[src/rtl/sal_resp_gen_pkg.sv]
// Shared types and width defaults for the SAL return path (AXI R/B generation).
package sal_resp_gen_pkg;

  // DRAM/AXI width defaults used by the response generator.
  localparam int SAL_ID_W        = 4;
  localparam int SAL_LEN_W       = 4;
  localparam int SAL_DATA_W      = 64;
  localparam int SAL_RDBUF_DEPTH = 32;
  localparam int SAL_TAG_DEPTH   = 8;
  localparam int SAL_BRESP_DEPTH = 8;

  // AXI response encodings.
  typedef enum logic [1:0] {
    SAL_RESP_OKAY   = 2'b00,
    SAL_RESP_SLVERR = 2'b10
  } axi_resp_e;

  // Read burst tag at the default widths: AXI ID plus AXI len.
  typedef struct packed {
    logic [SAL_ID_W-1:0]  id;
    logic [SAL_LEN_W-1:0] len;
  } rd_tag_t;

  // Number of beats in a burst given its AXI len field.
  function automatic int burst_beats(input int len);
    return len + 1;
  endfunction

endpackage

[src/rtl/sal_resp_gen_if.sv]
// Bundles the read-command, DRAM read-data, write-completion and AXI R/B signals.
interface sal_resp_gen_if #(
  parameter int ID_W   = 4,
  parameter int LEN_W  = 4,
  parameter int DATA_W = 64
);
  logic              rd_cmd_valid;
  logic              rd_cmd_ready;
  logic [ID_W-1:0]   rd_cmd_id;
  logic [LEN_W-1:0]  rd_cmd_len;
  logic              rdata_valid;
  logic [DATA_W-1:0] rdata;
  logic              wr_done_valid;
  logic              wr_done_ready;
  logic [ID_W-1:0]   wr_done_id;
  logic              axi_rvalid;
  logic              axi_rready;
  logic [ID_W-1:0]   axi_rid;
  logic [DATA_W-1:0] axi_rdata;
  logic [1:0]        axi_rresp;
  logic              axi_rlast;
  logic              axi_bvalid;
  logic              axi_bready;
  logic [ID_W-1:0]   axi_bid;
  logic [1:0]        axi_bresp;

  // Response generator side.
  modport slave (
    input  rd_cmd_valid, rd_cmd_id, rd_cmd_len, rdata_valid, rdata,
    input  wr_done_valid, wr_done_id, axi_rready, axi_bready,
    output rd_cmd_ready, wr_done_ready,
    output axi_rvalid, axi_rid, axi_rdata, axi_rresp, axi_rlast,
    output axi_bvalid, axi_bid, axi_bresp
  );

  // Bank controller / DRAM path / AXI port side.
  modport master (
    output rd_cmd_valid, rd_cmd_id, rd_cmd_len, rdata_valid, rdata,
    output wr_done_valid, wr_done_id, axi_rready, axi_bready,
    input  rd_cmd_ready, wr_done_ready,
    input  axi_rvalid, axi_rid, axi_rdata, axi_rresp, axi_rlast,
    input  axi_bvalid, axi_bid, axi_bresp
  );
endinterface

[src/rtl/sal_sync_fifo.sv]
// Single-clock FIFO with full/empty flags; the head entry is read straight from
// the storage register, so a word written at cycle N is visible at cycle N+1.
module sal_sync_fifo #(
  parameter int DEPTH  = 8,
  parameter int DATA_W = 8
) (
  input  logic              clk,
  input  logic              rst_n,
  input  logic              push_i,
  input  logic [DATA_W-1:0] din_i,
  input  logic              pop_i,
  output logic [DATA_W-1:0] dout_o,
  output logic              full_o,
  output logic              empty_o
);
  localparam int PTR_W = (DEPTH > 1) ? $clog2(DEPTH) : 1;

  logic [DATA_W-1:0] mem_q [DEPTH];
  logic [PTR_W-1:0]  wr_ptr_q, rd_ptr_q;
  logic [PTR_W:0]    cnt_q;
  logic              do_push, do_pop;

  assign full_o  = (cnt_q == (PTR_W+1)'(DEPTH));
  assign empty_o = (cnt_q == '0);
  assign do_push = push_i && !full_o;
  assign do_pop  = pop_i && !empty_o;
  assign dout_o  = mem_q[rd_ptr_q];

  // Storage write.
  // NOTE: the data array has no reset; empty/full come from the pointers, so
  // stale contents are never observed and the array maps onto plain storage.
  always_ff @(posedge clk) begin
    if (do_push) begin
      mem_q[wr_ptr_q] <= din_i;
    end
  end

  // Pointer and occupancy bookkeeping; pointers wrap naturally (DEPTH is a power of two).
  // NOTE: sequential state uses non-blocking assignments so every register
  // samples pre-edge values regardless of statement order.
  always_ff @(posedge clk) begin
    if (!rst_n) begin
      wr_ptr_q <= '0;
      rd_ptr_q <= '0;
      cnt_q    <= '0;
    end else begin
      if (do_push) wr_ptr_q <= wr_ptr_q + 1'b1;
      if (do_pop)  rd_ptr_q <= rd_ptr_q + 1'b1;
      cnt_q <= cnt_q + (PTR_W+1)'(do_push) - (PTR_W+1)'(do_pop);
    end
  end

endmodule

[src/rtl/sal_resp_gen.sv]
// Return path: turns read commands plus DRAM read beats into AXI R bursts with
// RID/RLAST, and write completions into AXI B responses. Read admission uses a
// beat-credit reservation so the unstallable DRAM data path never overflows.
module sal_resp_gen
  import sal_resp_gen_pkg::*;
#(
  parameter int ID_W        = SAL_ID_W,
  parameter int LEN_W       = SAL_LEN_W,
  parameter int DATA_W      = SAL_DATA_W,
  parameter int RDBUF_DEPTH = SAL_RDBUF_DEPTH,
  parameter int TAG_DEPTH   = SAL_TAG_DEPTH,
  parameter int BRESP_DEPTH = SAL_BRESP_DEPTH
) (
  input  logic           clk,
  input  logic           rst_n,
  sal_resp_gen_if.slave  bus
);
  localparam int RES_W = $clog2(RDBUF_DEPTH) + 1;

  typedef struct packed {
    logic [ID_W-1:0]  id;
    logic [LEN_W-1:0] len;
  } tag_t;

  tag_t              tag_in, tag_head;
  logic              tag_full, tag_empty;
  logic [DATA_W-1:0] data_head;
  logic              data_full, data_empty;
  logic [ID_W-1:0]   b_head;
  logic              b_full, b_empty;

  logic              r_valid, r_last;
  logic              cmd_fire, r_fire, wr_fire, b_fire;
  logic [RES_W-1:0]  reserved_q, reserved_d;
  logic [RES_W-1:0]  free_beats, need_beats;
  logic [LEN_W-1:0]  beat_cnt_q, beat_cnt_d;

  // Admission: a burst needs a tag slot and len+1 unreserved buffer entries.
  assign free_beats       = RES_W'(RDBUF_DEPTH) - reserved_q;
  assign need_beats       = RES_W'(bus.rd_cmd_len) + RES_W'(1);
  assign bus.rd_cmd_ready = !tag_full && (free_beats >= need_beats);
  assign cmd_fire         = bus.rd_cmd_valid && bus.rd_cmd_ready;
  assign tag_in           = '{id: bus.rd_cmd_id, len: bus.rd_cmd_len};

  // R channel is driven straight from the FIFO heads, which only move on a
  // handshake, so the beat stays stable while the master stalls.
  assign r_valid        = !data_empty && !tag_empty;
  assign r_last         = r_valid && (beat_cnt_q == tag_head.len);
  assign r_fire         = r_valid && bus.axi_rready;
  assign bus.axi_rvalid = r_valid;
  assign bus.axi_rid    = tag_head.id;
  assign bus.axi_rdata  = data_head;
  assign bus.axi_rresp  = SAL_RESP_OKAY;
  assign bus.axi_rlast  = r_last;

  // B channel.
  assign bus.wr_done_ready = !b_full;
  assign wr_fire           = bus.wr_done_valid && !b_full;
  assign bus.axi_bvalid    = !b_empty;
  assign bus.axi_bid       = b_head;
  assign bus.axi_bresp     = SAL_RESP_OKAY;
  assign b_fire            = !b_empty && bus.axi_bready;

  sal_sync_fifo #(.DEPTH(TAG_DEPTH), .DATA_W($bits(tag_t))) u_tag_fifo (
    .clk     (clk),
    .rst_n   (rst_n),
    .push_i  (cmd_fire),
    .din_i   (tag_in),
    .pop_i   (r_fire && r_last),
    .dout_o  (tag_head),
    .full_o  (tag_full),
    .empty_o (tag_empty)
  );

  sal_sync_fifo #(.DEPTH(RDBUF_DEPTH), .DATA_W(DATA_W)) u_data_fifo (
    .clk     (clk),
    .rst_n   (rst_n),
    .push_i  (bus.rdata_valid),
    .din_i   (bus.rdata),
    .pop_i   (r_fire),
    .dout_o  (data_head),
    .full_o  (data_full),
    .empty_o (data_empty)
  );

  sal_sync_fifo #(.DEPTH(BRESP_DEPTH), .DATA_W(ID_W)) u_b_fifo (
    .clk     (clk),
    .rst_n   (rst_n),
    .push_i  (wr_fire),
    .din_i   (bus.wr_done_id),
    .pop_i   (b_fire),
    .dout_o  (b_head),
    .full_o  (b_full),
    .empty_o (b_empty)
  );

  // Next-state for the credit reservation and the in-burst beat counter.
  // NOTE: every always_comb output gets a default first so no path can infer a latch.
  always_comb begin
    reserved_d = reserved_q;
    beat_cnt_d = beat_cnt_q;
    if (cmd_fire) reserved_d = reserved_d + need_beats;
    if (r_fire) begin
      reserved_d = reserved_d - RES_W'(1);
      beat_cnt_d = r_last ? '0 : beat_cnt_q + 1'b1;
    end
  end

  // Credit and beat-counter registers; reset drops every outstanding reservation.
  always_ff @(posedge clk) begin
    if (!rst_n) begin
      reserved_q <= '0;
      beat_cnt_q <= '0;
    end else begin
      reserved_q <= reserved_d;
      beat_cnt_q <= beat_cnt_d;
    end
  end

  // The credit scheme must keep DRAM beats inside the buffer and behind a tag.
  a_no_rdata_overflow : assert property (
    @(posedge clk) disable iff (!rst_n) bus.rdata_valid |-> !data_full);
  a_rdata_has_tag : assert property (
    @(posedge clk) disable iff (!rst_n) bus.rdata_valid |-> !tag_empty);

endmodule

[src/flat_wrapper.sv]
// flat-port wrapper written by rule: the top's interface ports become plain ports
module sal_resp_gen_flat import sal_resp_gen_pkg::*;
#(
  parameter int ID_W        = SAL_ID_W,
  parameter int LEN_W       = SAL_LEN_W,
  parameter int DATA_W      = SAL_DATA_W,
  parameter int RDBUF_DEPTH = SAL_RDBUF_DEPTH,
  parameter int TAG_DEPTH   = SAL_TAG_DEPTH,
  parameter int BRESP_DEPTH = SAL_BRESP_DEPTH
)
  (clk, rst_n, bus_rd_cmd_valid, bus_rd_cmd_id, bus_rd_cmd_len, bus_rdata_valid, bus_rdata, bus_wr_done_valid, bus_wr_done_id, bus_axi_rready, bus_axi_bready, bus_rd_cmd_ready, bus_wr_done_ready, bus_axi_rvalid, bus_axi_rid, bus_axi_rdata, bus_axi_rresp, bus_axi_rlast, bus_axi_bvalid, bus_axi_bid, bus_axi_bresp);
  sal_resp_gen_if #(.ID_W(ID_W), .LEN_W(LEN_W), .DATA_W(DATA_W)) bus_i ();
  input  logic clk;
  input  logic rst_n;
  input wire logic [$bits(bus_i.rd_cmd_valid)-1:0] bus_rd_cmd_valid;
  input wire logic [$bits(bus_i.rd_cmd_id)-1:0] bus_rd_cmd_id;
  input wire logic [$bits(bus_i.rd_cmd_len)-1:0] bus_rd_cmd_len;
  input wire logic [$bits(bus_i.rdata_valid)-1:0] bus_rdata_valid;
  input wire logic [$bits(bus_i.rdata)-1:0] bus_rdata;
  input wire logic [$bits(bus_i.wr_done_valid)-1:0] bus_wr_done_valid;
  input wire logic [$bits(bus_i.wr_done_id)-1:0] bus_wr_done_id;
  input wire logic [$bits(bus_i.axi_rready)-1:0] bus_axi_rready;
  input wire logic [$bits(bus_i.axi_bready)-1:0] bus_axi_bready;
  output wire logic [$bits(bus_i.rd_cmd_ready)-1:0] bus_rd_cmd_ready;
  output wire logic [$bits(bus_i.wr_done_ready)-1:0] bus_wr_done_ready;
  output wire logic [$bits(bus_i.axi_rvalid)-1:0] bus_axi_rvalid;
  output wire logic [$bits(bus_i.axi_rid)-1:0] bus_axi_rid;
  output wire logic [$bits(bus_i.axi_rdata)-1:0] bus_axi_rdata;
  output wire logic [$bits(bus_i.axi_rresp)-1:0] bus_axi_rresp;
  output wire logic [$bits(bus_i.axi_rlast)-1:0] bus_axi_rlast;
  output wire logic [$bits(bus_i.axi_bvalid)-1:0] bus_axi_bvalid;
  output wire logic [$bits(bus_i.axi_bid)-1:0] bus_axi_bid;
  output wire logic [$bits(bus_i.axi_bresp)-1:0] bus_axi_bresp;
  assign bus_i.rd_cmd_valid = bus_rd_cmd_valid;
  assign bus_i.rd_cmd_id = bus_rd_cmd_id;
  assign bus_i.rd_cmd_len = bus_rd_cmd_len;
  assign bus_i.rdata_valid = bus_rdata_valid;
  assign bus_i.rdata = bus_rdata;
  assign bus_i.wr_done_valid = bus_wr_done_valid;
  assign bus_i.wr_done_id = bus_wr_done_id;
  assign bus_i.axi_rready = bus_axi_rready;
  assign bus_i.axi_bready = bus_axi_bready;
  assign bus_rd_cmd_ready = bus_i.rd_cmd_ready;
  assign bus_wr_done_ready = bus_i.wr_done_ready;
  assign bus_axi_rvalid = bus_i.axi_rvalid;
  assign bus_axi_rid = bus_i.axi_rid;
  assign bus_axi_rdata = bus_i.axi_rdata;
  assign bus_axi_rresp = bus_i.axi_rresp;
  assign bus_axi_rlast = bus_i.axi_rlast;
  assign bus_axi_bvalid = bus_i.axi_bvalid;
  assign bus_axi_bid = bus_i.axi_bid;
  assign bus_axi_bresp = bus_i.axi_bresp;
  sal_resp_gen #(.ID_W(ID_W), .LEN_W(LEN_W), .DATA_W(DATA_W), .RDBUF_DEPTH(RDBUF_DEPTH), .TAG_DEPTH(TAG_DEPTH), .BRESP_DEPTH(BRESP_DEPTH)) u_core (.clk(clk), .rst_n(rst_n), .bus(bus_i));
endmodule
[config.mk]
export PLATFORM = sky130hd
export DESIGN_NAME = sal_resp_gen_flat
export DESIGN_NICKNAME = d
export VERILOG_FILES = /design/src/rtl/sal_resp_gen_pkg.sv /design/src/rtl/sal_resp_gen_if.sv /design/src/rtl/sal_sync_fifo.sv /design/src/rtl/sal_resp_gen.sv /design/src/flat_wrapper.sv
export SDC_FILE = /design/constraint.sdc
export NUM_CORES = 2
export LEC_CHECK = 0
export CAP_MARGIN = 20
export CORE_ASPECT_RATIO = 1.5
export CORE_MARGIN = 1.5
export CORE_UTILIZATION = 50
export DETAILED_ROUTE_END_ITERATION = 10
export PLACE_DENSITY = 0.69
export SYNTH_ARGS = -nofsm -noshare
export SYNTH_HDL_FRONTEND = slang
export SYNTH_SLANG_ARGS = --single-unit
export TNS_END_PERCENT = 10
[constraint.sdc]
create_clock -name clk -period 5.3 [get_ports clk]
set_input_delay 1.06 -clock clk [delete_from_list [all_inputs] [get_ports clk]]
set_output_delay 1.06 -clock clk [all_outputs]
set_load 0.02 [all_outputs]
[Word level (Yosys, flattened, before mapping)]
Memory sizes are Yosys's and may differ from the RTL's. A register that Yosys moved wholly into a read port is not among the register bits.
Index checks and enable logic that the tools add are counted.
Cells by class
  add/subtract/negate cells: 17
  $mul: 0
  divide/modulo/power cells: 0
  magnitude comparators: 1
  equality and inequality tests: 4
  shift-type cells: 0
  muxes and demuxes: 15
  bitwise gates (word level): 0
  reduce and logical (&&, ||, !) cells: 23
Operators with widths (number)
  1-bit logical AND: 14
  3-bit by 1-bit adder with 3-bit output, second input constant: 4
  3-bit two-way mux: 4
  6-bit two-way mux: 2
  5-bit by 1-bit adder with 5-bit output, second input constant: 2
  5-bit two-way mux: 2
  4-bit by 1-bit adder with 4-bit output: 2
  4-bit equality test, second input constant: 2
  4-bit zero test: 2
  4-bit by 1-bit subtractor with 4-bit output: 2
  6-bit by 1-bit adder with 6-bit output: 1
  6-bit adder: 1
  6-bit equality test, second input constant: 1
  6-bit >= comparator: 1
  1-bit zero test: 6
  6-bit zero test: 1
  1-bit two-way mux: 6
  6-bit by 1-bit subtractor with 6-bit output: 1
  6-bit by 1-bit subtractor with 6-bit output, second input constant: 1
  6-bit subtractor, first input constant: 1
  4-bit by 1-bit adder with 5-bit output, second input constant: 1
  4-bit by 1-bit adder with 4-bit output, second input constant: 1
  4-bit equality test: 1
  4-bit two-way mux: 1
Storage, ports and cells
  register bits after elaboration: 46
  bits in latches: 0
  memory bits (writable): 2144
  ROM bits: 0
  output and inout port bits: 81
  logic and storage cells: 74
  memories: 3
Memories
  u_core.u_data_fifo.mem_q: depth 32, bits a word 64, read ports 1, clocked after Yosys merged registers in 1, write ports 1, RTL line sal_sync_fifo.sv:18  | logic [DATA_W-1:0] mem_q [DEPTH];
  u_core.u_tag_fifo.mem_q: depth 8, bits a word 8, read ports 1, clocked after Yosys merged registers in 1, write ports 1, RTL line sal_sync_fifo.sv:18
  u_core.u_b_fifo.mem_q: depth 8, bits a word 4, read ports 1, clocked after Yosys merged registers in 1, write ports 1, RTL line sal_sync_fifo.sv:18

[Longest topological paths before layout]
  word-level depth: 8
  mapped depth: 18

[Cells and area by module]
From an unflattened synthesis, not the netlist that was laid out.
Second synthesis, totals
  cell total of the unflattened synthesis: 4124
  area total of the unflattened synthesis: 85144.2 um^2
Modules (own cells, without submodules)
  sal_sync_fifo (u_core.u_data_fifo): instances 1, cells each 3686, area each 78893.2 um^2, seq. area each 61919.4 um^2
  sal_sync_fifo (u_core.u_tag_fifo): instances 1, cells each 172, area each 3180.6 um^2, seq. area each 2182.1 um^2
  sal_sync_fifo (u_core.u_b_fifo): instances 1, cells each 125, area each 1943.1 um^2, seq. area each 1221.2 um^2
  sal_resp_gen: instances 1, cells each 141, area each 1127.3 um^2, seq. area each 200.2 um^2

[Worst setup path before layout]
OpenSTA, ideal clock, no wires.
  path kind: input to register
  start: input bus_rdata_valid
  end: memory u_core.u_data_fifo.mem_q[15][0], enable pin
  setup time: 0.488 ns
  arrival: 4.573 ns
  setup slack: 0.239 ns
  stages: 3
  buffers on the path: 0
  path through: a21boi_1 -> nand2_1 -> nor2_1
Between the ends
  longest elaborated chain between the ends: 3
RTL lines
  start, declared: RTL line flat_wrapper.sv:18  | input wire logic [$bits(bus_i.rdata_valid)-1:0] bus_rdata_valid;
  1-bit logical AND: RTL line sal_sync_fifo.sv:25  | assign do_push = push_i && !full_o;
  1-bit two-way mux: RTL line sal_sync_fifo.sv:33  | if (do_push) begin
  1-bit two-way mux (not written as such): RTL line sal_sync_fifo.sv:34  | mem_q[wr_ptr_q] <= din_i;
  end, declared: RTL line sal_sync_fifo.sv:18
No other way between the ends.

==> insert_results.sql <==
INSERT INTO impl_metrics (metric_group, metric, value, unit) VALUES
('run_status', 'run_status', 'completed', ''),
('global_route', 'gr-total-overflow', '0', ''),
('timing', 'timing.final.ws_setup', '0.134', 'ns'),
('power', 'leakage', '29.0', 'nW'),
('global_route', 'grt_pass1_wl', '277000', 'µm'),
('clock_network', 'cts.htree.levels', '4', ''),
('logic_synthesis', 'yosys_register_bits', '2201', ''),
('global_route', 'antenna_violations_before_repair', '18', ''),
('timing', 'final.setup_skew', '0.0269', 'ns'),
('power', 'max-vdd-ir-drop', '376', 'µV'),
('global_route', 'grt_start_max_net_pins', '80', ''),
('global_route', 'grtUsageTotal', '22.5', '%'),
('timing', 'fin_crit', '5.17', 'ns'),
('place', 'hpwl', '96300', 'µm'),
('place', 'gp_congestion', '0.769', ''),
('logic_synthesis', 'yosysWarningCount', '0', ''),
('logic_synthesis', 'synth.area.top_cells', 'sky130_fd_sc_hd__edfxtp_1 76%, sky130_fd_sc_hd__mux4_2 18%, sky130_fd_sc_hd__dfxtp_1 1.4%', ''),
('logic_synthesis', 'netlist_instances', '3486', ''),
('logic_synthesis', 'synth_largest_area_cell', 'sky130_fd_sc_hd__edfxtp_1', ''),
('logic_synthesis', 'post_synthesis_cell_type_count', '58', ''),
('die', 'die_y', '506', 'µm'),
('timing', 'grt_setup_unrepaired', 'no', ''),
('place', 'placed_cells_incl_taps', '5838', ''),
('cells_and_area', 'syn_to_final_growth', '14.1', '%'),
('clock_network', 'ctsHoldBuffers', '0', ''),
('power', 'report.power.total', '0.0412', 'W'),
('timing', 'max_freq', '194', 'MHz'),
('setup_path', 'path_max_fanout', '44', ''),
('logic_synthesis', 'yosys.cell_count.top_type', 'sky130_fd_sc_hd__edfxtp_1', ''),
('clock_network', 'post_cts_resize_count', '0', ''),
('drt', 'drt_first_pass_iters', '7', ''),
('setup_path', 'criticalPathCategory', 'flip-flop to output pin', ''),
('place', 'placement.setup.worst_slack', '0.491', 'ns'),
('timing', 'timing.max_slew.rel_slack', '28.5', '%'),
('setup_path', 'start_kind', 'flip-flop', ''),
('drt', 'drc_errors', '0', ''),
('drt', 'drtIter0Drc', '4170', ''),
('logic_synthesis', 'async_reset_ff_share', '0', '%'),
('logic_synthesis', 'synthTopCellsByCount', '2144 x sky130_fd_sc_hd__edfxtp_1, 660 x sky130_fd_sc_hd__mux4_2, 96 x sky130_fd_sc_hd__clkbuf_1, 84 x sky130_fd_sc_hd__nor2_1, 72 x sky130_fd_sc_hd__mux2_2', ''),
('clock_network', 'maximum_number_of_buffers_from_clock_root_to_sink', '3', ''),
('timing', 'setup_viol', '0', ''),
('die', 'die-area', '171000', 'µm²'),
('cells_and_area', 'post_route_cells_drive_above_1_share', '30.0', '%'),
('clock_network', 'cts.clk_slew.worst_paths', '0.07', 'ns'),
('logic_synthesis', 'ys_dominant_reg_cell', 'sky130_fd_sc_hd__edfxtp_1', ''),
('flow_run', 'drv_cap', '0', ''),
('die', 'dieWidth', '339', 'µm'),
('clock_network', 'cts_post_setup_buffers_inserted', '0', ''),
('drt', 'detail_route.vias_per_cell', '6.19', ''),
('logic_synthesis', 'synth-edff-count', '2144', ''),
('drt', 'drtAntennaViolNets', '0', ''),
('die', 'design.portCount', '164', ''),
('logic_synthesis', 'synth_largest_type_area_fraction', '76.3', '%'),
('timing', 'worstMarginPinSlew', '1.07', 'ns'),
('cells_and_area', 'final_core_utilization', '57.5', '%'),
('power', 'power-per-cell-area', '427', 'nW/µm²'),
('place', 'portBuffers', '159', ''),
('drt', 'wl_per_cell', '30.8', 'µm'),
('timing', 'timing.final.crit_share', '97.5', '%'),
('die', 'std_cell_rows', '184', ''),
('setup_path', 'critPathArrivalTime', '4.11', 'ns'),
('cells_and_area', 'finish.net_count', '3933', ''),
('clock_network', 'cts_tree', 'yes', ''),
('timing', 'slew_viol_final', '0', ''),
('die', 'core_area', '168000', 'µm²'),
('logic_synthesis', 'postSynthAreaPerCell', '24.2', 'µm²'),
('setup_path', 'cp_data_required_time', '4.24', 'ns'),
('min_path', 'start_point_of_the_worst_hold_path', 'u_core.u_b_fifo.rd_ptr_q[1]$_SDFFE_PN0P_', ''),
('drt', 'vias_after_detailed_routing', '38293', ''),
('cells_and_area', 'finish.cell_count_without_fillers', '6189', ''),
('clock_network', 'clock_latency', '0.83', 'ns');
placed cells by master, fill, tap and decap left out, types with 5 or more instances in the layout:
master	Yosys	final
sky130_fd_sc_hd__edfxtp_1	2144	2144
sky130_fd_sc_hd__mux4_2	660	660
sky130_fd_sc_hd__clkbuf_16	0	197
sky130_fd_sc_hd__clkdlybuf4s50_1	0	159
sky130_fd_sc_hd__mux2_2	72	72
sky130_fd_sc_hd__buf_4	6	68
sky130_fd_sc_hd__buf_12	0	61
sky130_fd_sc_hd__nor2_1	84	52
sky130_fd_sc_hd__dfxtp_1	57	52
sky130_fd_sc_hd__ha_1	44	44
sky130_fd_sc_hd__nand2_1	39	39
sky130_fd_sc_hd__clkinv_1	1	36
sky130_fd_sc_hd__clkinv_2	0	36
sky130_fd_sc_hd__inv_1	35	35
sky130_fd_sc_hd__clkbuf_1	96	35
sky130_fd_sc_hd__nor2_4	0	32
sky130_fd_sc_hd__a21oi_1	20	20
sky130_fd_sc_hd__xor2_1	18	18
sky130_fd_sc_hd__mux2i_1	17	17
sky130_fd_sc_hd__bufinv_16	0	17
sky130_fd_sc_hd__xnor2_1	14	14
sky130_fd_sc_hd__nand3_1	13	13
sky130_fd_sc_hd__nor3b_1	7	7
sky130_fd_sc_hd__nor3_1	7	7
sky130_fd_sc_hd__o21ai_0	7	7
sky130_fd_sc_hd__clkinvlp_4	0	7
sky130_fd_sc_hd__and2_1	6	6
sky130_fd_sc_hd__nand2b_1	6	6
sky130_fd_sc_hd__inv_6	0	6
sky130_fd_sc_hd__dfxtp_4	0	5
sky130_fd_sc_hd__clkinv_8	0	5
logic make-up after synthesis:
family / share of synthesized area, %
XOR/XNOR: 0.332
buffers and inverters: 1.04
AND/OR/NAND/NOR: 1.04
flip-flops: 77.6
other: 0.00444
multiplexers: 18.8
AO/OA/AOI/OAI: 0.464
adder cells (fa/ha/maj): 0.747
sequential cells by signal, indices dropped and copies added, names as in the netlist, named ones only:
signal and flops:
u_core.u_tag_fifo.rd_ptr_q 3, u_core.u_b_fifo.mem_q 32, u_core.u_b_fifo.wr_ptr_q 3, u_core.u_data_fifo.wr_ptr_q 5, u_core.u_data_fifo.mem_q 2048, u_core.u_tag_fifo.mem_q 64
u_core.u_data_fifo.rd_ptr_q 5, u_core.reserved_q 6, u_core.u_tag_fifo.cnt_q 4, u_core.u_b_fifo.cnt_q 4, u_core.beat_cnt_q 4, u_core.u_data_fifo.cnt_q 6
u_core.u_b_fifo.rd_ptr_q 3, u_core.u_tag_fifo.wr_ptr_q 3
metrics by stage:
step	instance area, µm²	hold slack (ns)
2_1_floorplan	84400	0.453
3_3_place_gp	90100	0.469
3_5_place_dp	90100	0.487
4_1_cts	96300	0.493
5_1_grt	96400	0.506
6_report	96400	0.490
layer usage:
layer	share of wire, %	GRT usage [%]	vias to the layer above	wire length (µm)
li1	-	-	15555	-
met5	0.074	0	-	141
met4	2.4	6.20	24	4530
met3	7.1	3.67	288	13500
met2	51	38.2	1533	97700
met1	39	30.5	20893	75000
worst paths after layout:
kind                                                            endpoint  slack [ns]  cells past startpoint
worst min-delay path            u_core.u_b_fifo.rd_ptr_q[1]$_SDFFE_PN0P_        0.49                      2
worst min register to register  u_core.u_b_fifo.rd_ptr_q[1]$_SDFFE_PN0P_        0.49                      2
worst max register to register     u_core.u_tag_fifo.cnt_q[1]$_SDFF_PN0_        1.51                     10
worst max-delay path                                    bus_axi_rdata[5]        0.13                      6
area by class of cell:
| type | instances | area (µm²) |
|---|---|---|
| sequential | 2201 | 65500 |
| tap | 2232 | 2790 |
| inverter | 37 | 139 |
| clock buffer | 234 | 5090 |
| fill | 11982 | 71200 |
| timing repair buffer | 289 | 3350 |
| clock inverter | 114 | 1180 |
| multi-input combinational | 1080 | 18300 |
| antenna | 2 | 5.00 |
power by group:
group	switching [W]	internal, W
clock network	0.00625	0.00771
registers	0.000213	0.0195
logic	0.00357	0.00394
worst max-delay path, stage by stage, from the launching register on:
cell and delay [ns]:
sky130_fd_sc_hd__dfxtp_4 0.63, sky130_fd_sc_hd__buf_12 0.24, sky130_fd_sc_hd__buf_12 0.34, sky130_fd_sc_hd__mux4_2 0.57
sky130_fd_sc_hd__mux4_2 0.49, sky130_fd_sc_hd__mux2_2 0.38, sky130_fd_sc_hd__clkdlybuf4s50_1 0.57
Power figures use the tool's default switching activity.
==> variant (same settings) <==
Set the package constant `SAL_LEN_W` to 8 (it was 4).
--- a/src/rtl/sal_resp_gen_pkg.sv
+++ b/src/rtl/sal_resp_gen_pkg.sv
@@ -3,7 +3,7 @@
 
   // DRAM/AXI width defaults used by the response generator.
   localparam int SAL_ID_W        = 4;
-  localparam int SAL_LEN_W       = 4;
+  localparam int SAL_LEN_W       = 8;
   localparam int SAL_DATA_W      = 64;
   localparam int SAL_RDBUF_DEPTH = 32;
   localparam int SAL_TAG_DEPTH   = 8;
Ports: changed (resized bus_rd_cmd_len); port bits go from 164 to 168. No check against the original RTL was run, so the function may have changed too.
==> variant against the original RTL <==
- global-route usage rose by 0.61 points
- final area rose by 1.8%
- maximum frequency rose by 0.80%
- clock skew rose by 0.0054 ns
- routed wire length rose by 4.2%
- total power rose by 1.4%
- sequential cell count rose by 36
- combinational power fell by 5.1%
- count of clock-buffer cells in the layout rose by 18
- critical path type unchanged
- setup slack improved by 0.041 ns
- area after synthesis rose by 1.7%
==> variant: results (changes against the original RTL) <==
gr usage total 23.1% (+0.61 points); DPL Wire Length 102,000 um (+6.1%); vias in the first global route 40,400 (+2.0%); Post-synth EDFFs 2,176 (+1.5%); IO buf count 163 (+2.5%); WL/cell 31.6 um (+2.3%); share of layout cells above drive strength 1 30.1% (+0.064 points); Post-Syn Instances 3,545 (+1.7%); Vias/cell 6.19 (about the same); Synth Area in Adders 0.749% (+0.0022 points); post-synthesis mux area share 18.8% (about the same); first-pass GRT wire length 284,000 um (+2.6%); CP max FO 69 (+57%); Final GP Congestion 0.762 (-0.90%); worst vdd ir 349 uV (-7.2%); Top Registers u_core.u_data_fifo.mem_q: 2048 flops, u_core.u_tag_fifo.mem_q: 96 flops, u_core.u_b_fifo.mem_q: 32 flops; initial antenna violation count 20 (+2); NumNets Final 4,014 (+2.1%); placed cell count 5,931 (+1.6%); largest net degree at the start of global routing 78 (-2.5%); static leakage 29.6 nW (+2.1%); 1st-iter DRT viols 4,156 (-0.34%); synth top area cells edfxtp_1 (76%), mux4_2 (18%), dfxtp_1 (1.4%); Post-Synth XOR/XNOR Area 0.497% (+0.17 points); Ys Warns 0 (unchanged); Netlist cell types 57 (-1.7%); compound-gate portion of the synthesized area 0.350% (-0.11 points); FILL cells 12,100 (+1.2%); CTS Buf Count 200 (+3.6%); DR vias 39,000 (+1.9%); most frequent cells after synthesis edfxtp_1 (2,176), mux4_2 (669), clkbuf_1 (95), nor2_1 (88), mux2_2 (76); status completed; Worst Path Arrival 4.06 ns (-0.05 ns); CTS max path bufs 3 (unchanged); Post-CTS Setup Bufs 0 (unchanged); Slew @ Worst Pin 1.15 ns (+0.0811 ns); clk_skew 0.0323 ns (+0.00545 ns); min-delay src u_core.u_tag_fifo.rd_ptr_q[1]; sequential share of the synthesized area 77.5% (about the same)
## variant: cell count changes after synthesis, sizes merged, moves of 5 or more
| cell | delta |
|---|---|
| edfxtp | +32 |
| mux4 | +12 |
| xnor2 | +8 |
| mux2i | -7 |
| xor2 | +7 |
| a21oi | +5 |
## variant: worst max-delay path: stages, from the launching register on
cell and delay, ns:
dfxtp_4 0.68, buf_12 0.51, mux4_2 0.59, mux4_2 0.47, mux2_2 0.33, clkdlybuf4s50_1 0.57
## variant: stage by stage
stage          area [um2]  total power, mW  TNS (ns)  setup WS (ns)
2_1_floorplan       85900             25.3         0          0.185
6_report            98100             41.8         0          0.175
3_5_place_dp        91400             27.7         0          0.362
3_3_place_gp        91400             27.6         0          0.356
5_1_grt             98100             43.2   -0.0318        -0.0113
4_1_cts             98000             42.2         0         0.0366
## variant: metal layers
layer	routed length, um	vias to the layer above	track usage, %
met5	150	-	0
met4	5420	28	7.14
met3	15000	361	4.78
met2	103000	1566	39.5
met1	75300	21200	30.1
li1	-	15800	-
## variant: final cells by class
| class | instances | area (um2) | share of cell area [%] |
|---|---|---|---|
| Multi-Input combinational cell | 1099 | 18700 | 19.1 |
| Inverter | 39 | 146 | 0.149 |
| Antenna cell | 4 | 10.0 | 0.0102 |
| Clock buffer | 252 | 5350 | 5.45 |
| Tap cell | 2256 | 2820 | 2.88 |
| Sequential cell | 2237 | 66600 | 67.9 |
| Clock inverter | 115 | 1230 | 1.26 |
| Timing Repair Buffer | 301 | 3240 | 3.30 |
## variant: path summary, 6_finish.rpt
check                                    end  slack, ns  cells after the start
setup / recovery            bus_axi_rdata[9]       0.18                      5
hold / removal                     flip-flop       0.49                      2
setup reg to reg  u_core.u_tag_fifo.cnt_q[2]       1.52                     13
hold reg to reg                    flip-flop       0.49                      2
## variant: where the power goes
group          switching [mW]  total [mW]  internal, mW
sequential              0.212        20.0          19.8
clock                    6.30        14.6          8.31
combinational            3.38        7.12          3.75
## variant: kinds of logic (layout without fill, tap and decap cells)
logic type / Yosys count / after routing
other: 1 / 8
AO/OA/AOI/OAI: 49 / 49
buffers and inverters: 212 / 707
flip-flops: 2237 / 2237
multiplexers: 758 / 758
XOR/XNOR: 47 / 47
adder cells (fa/ha/maj): 49 / 49
AND/OR/NAND/NOR: 192 / 192
